[src/rtl/pipe_stage_skid_if.sv]
// Valid/ready group channel for multi-lane pipeline stages.
// The producer drives valid/data and the consumer drives ready.
interface pipe_stage_skid_if #(
    parameter int LANES  = 2,
    parameter int LANE_W = 128
);
    logic [LANES-1:0]        valid;
    logic [LANES*LANE_W-1:0] data;
    logic                    ready;

    modport master (output valid, output data, input ready);
    modport slave  (input valid, input data, output ready);
endinterface

[src/rtl/pipe_stage_skid.sv]
// Multi-lane pipeline stage with a one-group skid buffer, exception/branch flush
// and a saturating downstream-bubble counter.
module pipe_stage_skid #(
    parameter int LANES  = 2,
    parameter int LANE_W = 128,
    parameter int CNT_W  = 16
) (
    input  logic                clk,
    input  logic                rst,
    pipe_stage_skid_if.slave    up,
    pipe_stage_skid_if.master   dn,
    input  logic                flush_exc,
    input  logic                flush_br,
    input  logic [LANES-1:0]    flush_br_keep,
    output logic [CNT_W-1:0]    bubble_cnt
);
    localparam int DW = LANES * LANE_W;

    typedef enum logic [1:0] {
        EMPTY = 2'd0,
        ONE   = 2'd1,
        TWO   = 2'd2
    } state_t;

    state_t             state_r;
    logic [LANES-1:0]   main_valid_r;
    logic [DW-1:0]      main_data_r;
    logic [LANES-1:0]   skid_valid_r;
    logic [DW-1:0]      skid_data_r;
    logic [CNT_W-1:0]   bubble_r;

    logic               in_ready_s;
    logic               in_fire_s;
    logic               out_fire_s;
    logic [LANES-1:0]   keep_valid_s;
    logic [DW-1:0]      in_data_nop_s;

    // Invalid lanes carry an all-zero payload so downstream sees NOPs.
    function automatic logic [DW-1:0] mask_lanes(input logic [DW-1:0] d,
                                                 input logic [LANES-1:0] v);
        logic [DW-1:0] m;
        m = d;
        for (int i = 0; i < LANES; i++) begin
            if (!v[i]) begin
                m[i*LANE_W +: LANE_W] = {LANE_W{1'b0}};
            end else begin
                m[i*LANE_W +: LANE_W] = d[i*LANE_W +: LANE_W];
            end
        end
        return m;
    endfunction

    // Handshake decode; in_ready depends on registered state only.
    always_comb begin
        in_ready_s    = (state_r != TWO) && !rst;
        in_fire_s     = (|up.valid) && in_ready_s;
        out_fire_s    = (|main_valid_r) && dn.ready;
        keep_valid_s  = main_valid_r & flush_br_keep;
        in_data_nop_s = mask_lanes(up.data, up.valid);
    end

    assign up.ready   = in_ready_s;
    assign dn.valid   = main_valid_r;
    assign dn.data    = main_data_r;
    assign bubble_cnt = bubble_r;

    // Stage FSM with main and skid registers.
    always_ff @(posedge clk) begin
        if (rst || flush_exc) begin
            state_r      <= EMPTY;
            main_valid_r <= {LANES{1'b0}};
            main_data_r  <= {DW{1'b0}};
            skid_valid_r <= {LANES{1'b0}};
            skid_data_r  <= {DW{1'b0}};
        end else if (flush_br) begin
            skid_valid_r <= {LANES{1'b0}};
            skid_data_r  <= {DW{1'b0}};
            if (out_fire_s || !(|keep_valid_s)) begin
                state_r      <= EMPTY;
                main_valid_r <= {LANES{1'b0}};
                main_data_r  <= {DW{1'b0}};
            end else begin
                state_r      <= ONE;
                main_valid_r <= keep_valid_s;
                main_data_r  <= mask_lanes(main_data_r, keep_valid_s);
            end
        end else begin
            case (state_r)
                EMPTY: begin
                    if (in_fire_s) begin
                        state_r      <= ONE;
                        main_valid_r <= up.valid;
                        main_data_r  <= in_data_nop_s;
                    end else begin
                        state_r      <= EMPTY;
                    end
                end
                ONE: begin
                    if (in_fire_s && out_fire_s) begin
                        main_valid_r <= up.valid;
                        main_data_r  <= in_data_nop_s;
                    end else if (in_fire_s) begin
                        state_r      <= TWO;
                        skid_valid_r <= up.valid;
                        skid_data_r  <= in_data_nop_s;
                    end else if (out_fire_s) begin
                        state_r      <= EMPTY;
                        main_valid_r <= {LANES{1'b0}};
                        main_data_r  <= {DW{1'b0}};
                    end else begin
                        state_r      <= ONE;
                    end
                end
                TWO: begin
                    if (out_fire_s) begin
                        state_r      <= ONE;
                        main_valid_r <= skid_valid_r;
                        main_data_r  <= skid_data_r;
                        skid_valid_r <= {LANES{1'b0}};
                        skid_data_r  <= {DW{1'b0}};
                    end else begin
                        state_r      <= TWO;
                    end
                end
                default: begin
                    state_r      <= EMPTY;
                    main_valid_r <= {LANES{1'b0}};
                    main_data_r  <= {DW{1'b0}};
                    skid_valid_r <= {LANES{1'b0}};
                    skid_data_r  <= {DW{1'b0}};
                end
            endcase
        end
    end

    // Saturating count of cycles where downstream was ready but got nothing.
    always_ff @(posedge clk) begin
        if (rst) begin
            bubble_r <= {CNT_W{1'b0}};
        end else if (dn.ready && !(|main_valid_r) && (bubble_r != {CNT_W{1'b1}})) begin
            bubble_r <= bubble_r + {{(CNT_W-1){1'b0}}, 1'b1};
        end else begin
            bubble_r <= bubble_r;
        end
    end
endmodule

[src/flat_wrapper.sv]
// flat-port wrapper written by rule: the top's interface ports become plain ports
module pipe_stage_skid_flat 
#(
    parameter int LANES  = 2,
    parameter int LANE_W = 128,
    parameter int CNT_W  = 16
)
  (clk, rst, flush_exc, flush_br, flush_br_keep, bubble_cnt, up_valid, up_data, up_ready, dn_valid, dn_data, dn_ready);
  pipe_stage_skid_if #(.LANES(LANES), .LANE_W(LANE_W)) up_i ();
  pipe_stage_skid_if #(.LANES(LANES), .LANE_W(LANE_W)) dn_i ();
  input  logic clk;
  input  logic rst;
  input  logic flush_exc;
  input  logic flush_br;
  input  logic [LANES-1:0] flush_br_keep;
  output logic [CNT_W-1:0] bubble_cnt;
  input wire logic [$bits(up_i.valid)-1:0] up_valid;
  input wire logic [$bits(up_i.data)-1:0] up_data;
  output wire logic [$bits(up_i.ready)-1:0] up_ready;
  output wire logic [$bits(dn_i.valid)-1:0] dn_valid;
  output wire logic [$bits(dn_i.data)-1:0] dn_data;
  input wire logic [$bits(dn_i.ready)-1:0] dn_ready;
  assign up_i.valid = up_valid;
  assign up_i.data = up_data;
  assign up_ready = up_i.ready;
  assign dn_valid = dn_i.valid;
  assign dn_data = dn_i.data;
  assign dn_i.ready = dn_ready;
  pipe_stage_skid #(.LANES(LANES), .LANE_W(LANE_W), .CNT_W(CNT_W)) u_core (.clk(clk), .rst(rst), .up(up_i), .dn(dn_i), .flush_exc(flush_exc), .flush_br(flush_br), .flush_br_keep(flush_br_keep), .bubble_cnt(bubble_cnt));
endmodule
[config.mk]
export PLATFORM = sky130hd
export DESIGN_NAME = pipe_stage_skid_flat
export DESIGN_NICKNAME = d
export VERILOG_FILES = /design/src/rtl/pipe_stage_skid_if.sv /design/src/rtl/pipe_stage_skid.sv /design/src/flat_wrapper.sv
export SDC_FILE = /design/constraint.sdc
export NUM_CORES = 1
export LEC_CHECK = 0
export CAP_MARGIN = 10
export CORE_AREA = 2 2 211 213
export CTS_BUF_LIST = sky130_fd_sc_hd__clkbuf_16
export DETAILED_ROUTE_END_ITERATION = 12
export DIE_AREA = 0 0 213 215
export HOLD_SLACK_MARGIN = 0.06
export PLACE_DENSITY = 0.85
export SLEW_MARGIN = 20
export SYNTH_ARGS = -nofsm -noshare
export SYNTH_HDL_FRONTEND = slang
export SYNTH_SLANG_ARGS = --single-unit
[constraint.sdc]
create_clock -name clk -period 2.3 [get_ports clk]
set_clock_uncertainty 0.05 [all_clocks]
set_input_delay 0.23 -clock clk [delete_from_list [all_inputs] [get_ports clk]]
set_output_delay 0.23 -clock clk [all_outputs]
set_load 0.01 [all_outputs]
Word-level counts from Yosys, hierarchy flattened
Index checks and enable logic that the tools add are counted.
{"block": "word_totals", "inputBits": 265, "ff_bits": 534}
{"block": "op_classes", "n_eq_ne": 14, "add_sub_neg": 1, "bitwise": 2, "muxes": 32, "reduce_logical": 20}
{"operator": "$mux 256", "count": 8}
{"operator": "$pmux 256 s3", "count": 2}
{"operator": "$mux 128", "count": 4}
{"operator": "$mux 2", "count": 12}
{"operator": "$pmux 2 s3", "count": 3}
{"operator": "$add 16x1->16 const B", "count": 1}
{"operator": "$ne 16x16->1 const B", "count": 1}
{"operator": "$reduce_and 5->1", "count": 2}
{"operator": "$ne 3x3->1 const B", "count": 3}
{"operator": "$reduce_and 4->1", "count": 2}
{"operator": "$reduce_or 2->1", "count": 4}
{"operator": "$logic_and 1x1->1", "count": 6}
{"operator": "$ne 3x2->1 const B", "count": 2}
{"operator": "$ne 2x1->1 const B", "count": 2}
{"operator": "$ne 2x2->1 const B", "count": 2}
{"operator": "$ne 4x2->1 const B", "count": 1}
{"operator": "$ne 4x4->1 const B", "count": 1}
{"operator": "$logic_not 1->1", "count": 3}
{"operator": "$mux 1", "count": 3}
{"operator": "$and 2x2->2", "count": 1}
{"operator": "$eq 2x1->1 const B", "count": 1}
{"operator": "$eq 2x2->1 const B", "count": 1}
{"operator": "$logic_not 2->1", "count": 1}
{"operator": "$logic_or 1x1->1", "count": 2}
{"operator": "$not 1->1", "count": 1}

Logic depth before layout (Yosys ltp)
{"block": "depth", "ltp_word": 7, "depth_mapped": 7}

Worst setup path after synthesis
OpenSTA, ideal clock, no wires.
{"block": "synth_path", "path_type": "register to register", "startpoint": "register u_core.bubble_r[0] (netlist: u_core.bubble_cnt[0])", "endpoint": "register u_core.bubble_r[3] (netlist: u_core.bubble_cnt[3])", "arrival_ps": 1717, "setup_time_ps": 70, "stages_incl_launch_ff": 8, "slack_ps": 463, "t_required_ps": 2180, "path_cell_list": "dfxtp_1 > ha_1 > clkbuf_1 > and3_1 > and4_1 > buf_2 > or3_1 > a21oi_1"}
{"block": "synth_via", "elab_chain_len": 2, "elab_cells_between_ends": 3, "cone_classes": "add/sub: 1; eq/ne: 1; reduce/logical: 1"}
{"element": "start, declared", "line_no": "pipe_stage_skid.sv:30", "rtl": "logic [CNT_W-1:0] bubble_r;"}
{"element": "start signal, assigned", "line_no": "pipe_stage_skid.sv:139", "rtl": "bubble_r <= {CNT_W{1'b0}};"}
{"element": "start signal, assigned", "line_no": "pipe_stage_skid.sv:141", "rtl": "bubble_r <= bubble_r + {{(CNT_W-1){1'b0}}, 1'b1};"}
{"element": "start signal, assigned", "line_no": "pipe_stage_skid.sv:143", "rtl": "bubble_r <= bubble_r;"}
{"element": "parallel branches: the longest is 2 deep, another holds $add 16x1->16"}
Parallel ways; which one is timed is not known.
A chain may end at the register's enable or synchronous reset.

Worst setup path in the final report
{"block": "layout_path", "startpoint": "register u_core.main_valid_r[1] (netlist: u_core.dn.valid[1])", "endpoint": "output port dn_valid[1]"}
{"element": "start, declared", "line_no": "pipe_stage_skid.sv:26", "rtl": "logic [LANES-1:0] main_valid_r;"}
{"element": "start signal, assigned", "line_no": "pipe_stage_skid.sv:71", "rtl": "main_valid_r <= {LANES{1'b0}};"}
{"element": "start signal, assigned", "line_no": "pipe_stage_skid.sv:80", "rtl": "main_valid_r <= {LANES{1'b0}};"}
{"element": "start signal, assigned", "line_no": "pipe_stage_skid.sv:84", "rtl": "main_valid_r <= keep_valid_s;"}
{"element": "end, declared", "line_no": "flat_wrapper.sv:20", "rtl": "output wire logic [$bits(dn_i.valid)-1:0] dn_valid;"}
No word-level cell between the ends.

==> metrics.txt <==
CTS buffer count=52; Hold Path Class=input port to flip-flop; CTS tree=yes; Pleak=0.00960 uW; Buf+Inv Stages, Crit Path=1; placed cells=2706; Initial Util=44.5%; Post-synth EDFFs=0; critical path class=flip-flop to output pin; RSZ-0062 raised after global routing=false; Ys Warns=0; Max Root-Sink Buffers=3; Max VDD drop=0.538 mV; FF+latch count, synth=534; # setup viols final=0; Final period util=a little over 90%; largest net degree at the start of global routing=95; power density cells=683 nW/um^2; PortBufs=539; Max Fclk=468 MHz; synthesized area per cell=11.7 sq um; wire length on met3=7040 um; Yosys top cell area share=55.0%; Final Hold Viols=0; RePlAce Congestion=0.853; Commonest cells post-synth=534 x dfxtp_1, 256 x a22o_1, 256 x o2bb2ai_1; layout cells sized above 1=10.1%; # resized after CTS=0; most frequent cell after synthesis=dfxtp_1; # nets final=2435; total track usage=27.6%; vias in the first global route=between 15000 and 20000; Row Count=77; Power Total=19100 uW; metal2 WL=roughly 31000 um; first-pass GRT wire length=between 100000 and 150000 um; Reg area=10700 sq um; WL/cell=roughly 24 um; DRC Markers=0; # clock sinks=534; Synth area leaders=dfxtp_1 55%, a22o_1 12%, o2bb2ai_1 12%, a32oi_1 11%, buf_2 2.4%; max-slew violations=0; Mapped Nets=1925; vias per cell=roughly 6.4; Worst Tran Pin Value=496 ps; Multi-input gate area=7770 sq um; dominant cell type by area after synthesis=dfxtp_1; global route total overflow=0; Period minus WS final=2140 ps; max-cap viol count=0; Area Growth Syn to Fin=44.0%; starting DRC count in detailed routing=about 2000; initial antenna violation count=12; met1 wire length=25900 um; Die Ht=215 um; Crit path largest cell delay=680 ps; Seq/Total Area, Yosys=55.0%; Die W=213 um; post-detailed-route count of antenna-violating nets=0; ys flop type=dfxtp_1; worst path arrival time=1860 ps; Worst-Skew Late Latency=590 ps; register clock-pin slew on the reported worst setup and hold paths=about 60 ps; status=completed; CP max stage cell=clkdlybuf4s50_1; Ports=540; H-Tree Depth=2; core area=between 40000 and 50000 sq um; Post-Route WL=67000 um; crit end category=output pin; post-synthesis cell area=19400 sq um; worst-path fanout max=11; Setup crit start kind=flip-flop; Top delay family on crit path=buffers and inverters; CTS Root Cell=clkbuf_16; Layout Cells excl Fill=2811; Unique masters post-synth=59; top sig layer=met5; Slew HR=around two thirds; worst path cell trace=clkdlybuf4s50_1; Via Count=around 18000; Post-synth ARST share=0%; Die ar.=45800 sq um; CP required=2020 ps; Fill cells=3133; dpl hpwl=44500 um; Pre-Repair DR Iteration Count=5; post-synthesis instance total=1659
[final timing paths]
kind	start	to	slack (ps)	depth (start not counted)
hold / removal	up_data[87]	u_core.skid_data_r[87]$_SDFFE_PP0P_	210	2
setup / recovery	u_core.dn.valid[1]$_SDFFE_PP0P_	dn_valid[1]	160	1
hold reg to reg	u_core.dn.data[162]$_SDFFE_PP0P_	u_core.dn.data[162]$_SDFFE_PP0P_	410	1
setup reg to reg	u_core.dn.valid[0]$_SDFFE_PP0P_	u_core.dn.data[202]$_SDFFE_PP0P_	270	6
[logic make-up after synthesis]
group           Yosys count  synth area share [%]
compound gates          827                  36.8
flops                   534                  55.0
buf+inv                 219                  5.43
simple gates             77                  2.61
mux                       1                0.0579
fa+ha+maj                 1                0.0644
[repair_timing]
| action | 4_1_cts | 5_1_grt |
|---|---|---|
| hold buffers | 0 | 0 |
| setup endpoints to repair | 1 | 0 |
| setup buffers | 1 | 0 |
[state kept, by name (all words and copies together) (netlist names)]
signal	cells
u_core.state_r	2
u_core.skid_valid_r	2
u_core.dn.valid	2
u_core.dn.data	256
u_core.bubble_cnt	16
u_core.skid_data_r	256
[cell type report]
cell class              count  area share (%)
clock inverters            41            1.04
flip-flops and latches    534            38.2
diodes                      9          0.0805
multi-input cells         906            27.8
clock buffers              54            4.83
inverters                   8           0.107
well taps                 592            2.65
repair buffers            667            25.3
[per-layer routing]
metal / vias up / track usage [%]
met3: 171 / 7.92
li1: 7886 / -
met4: 6 / 14.2
met2: 1061 / 43.6
met5: - / 0
met1: 8816 / 34.2
[per-stage QoR]
step	setup TNS (ps)	hold slack (ps)	util (%)	cell area, sq um	worst slack [ps]
floorplan	0	306	-	19400	463
detailed placement	-115	395	60.3	26300	-17.7
CTS	0	174	64.1	28000	119
global placement	0	390	60.3	26300	42.4
global route	0	198	64.1	28000	56.2
finish	0	212	64.1	28000	165
[cell usage in the layout (no fill, tap or decap), types with 4 or more instances in the layout]
master | netlist | layout
clkdlybuf4s50_1 | 0 | 539
dfxtp_1 | 534 | 534
a22o_1 | 256 | 256
o2bb2ai_1 | 256 | 256
a32oi_1 | 255 | 255
buf_4 | 29 | 69
buf_12 | 0 | 59
clkbuf_16 | 0 | 54
inv_1 | 8 | 21
a21oi_1 | 18 | 16
clkinv_1 | 0 | 12
nor2_1 | 11 | 11
nand2_1 | 10 | 10
diode_2 | 0 | 9
clkinv_2 | 0 | 9
o21ai_0 | 8 | 8
nand3_1 | 6 | 6
nor3_1 | 6 | 6
and4_1 | 6 | 6
or3_1 | 6 | 6
nand4_1 | 5 | 5
o31ai_1 | 5 | 5
bufinv_16 | 0 | 4
[report_power, final]
group | switching, uW | internal (uW)
logic | 697 | 819
clock network | 3590 | 4680
registers | 42.2 | 9300
total | 4330 | 14800
(Power assumes the default switching activity.)
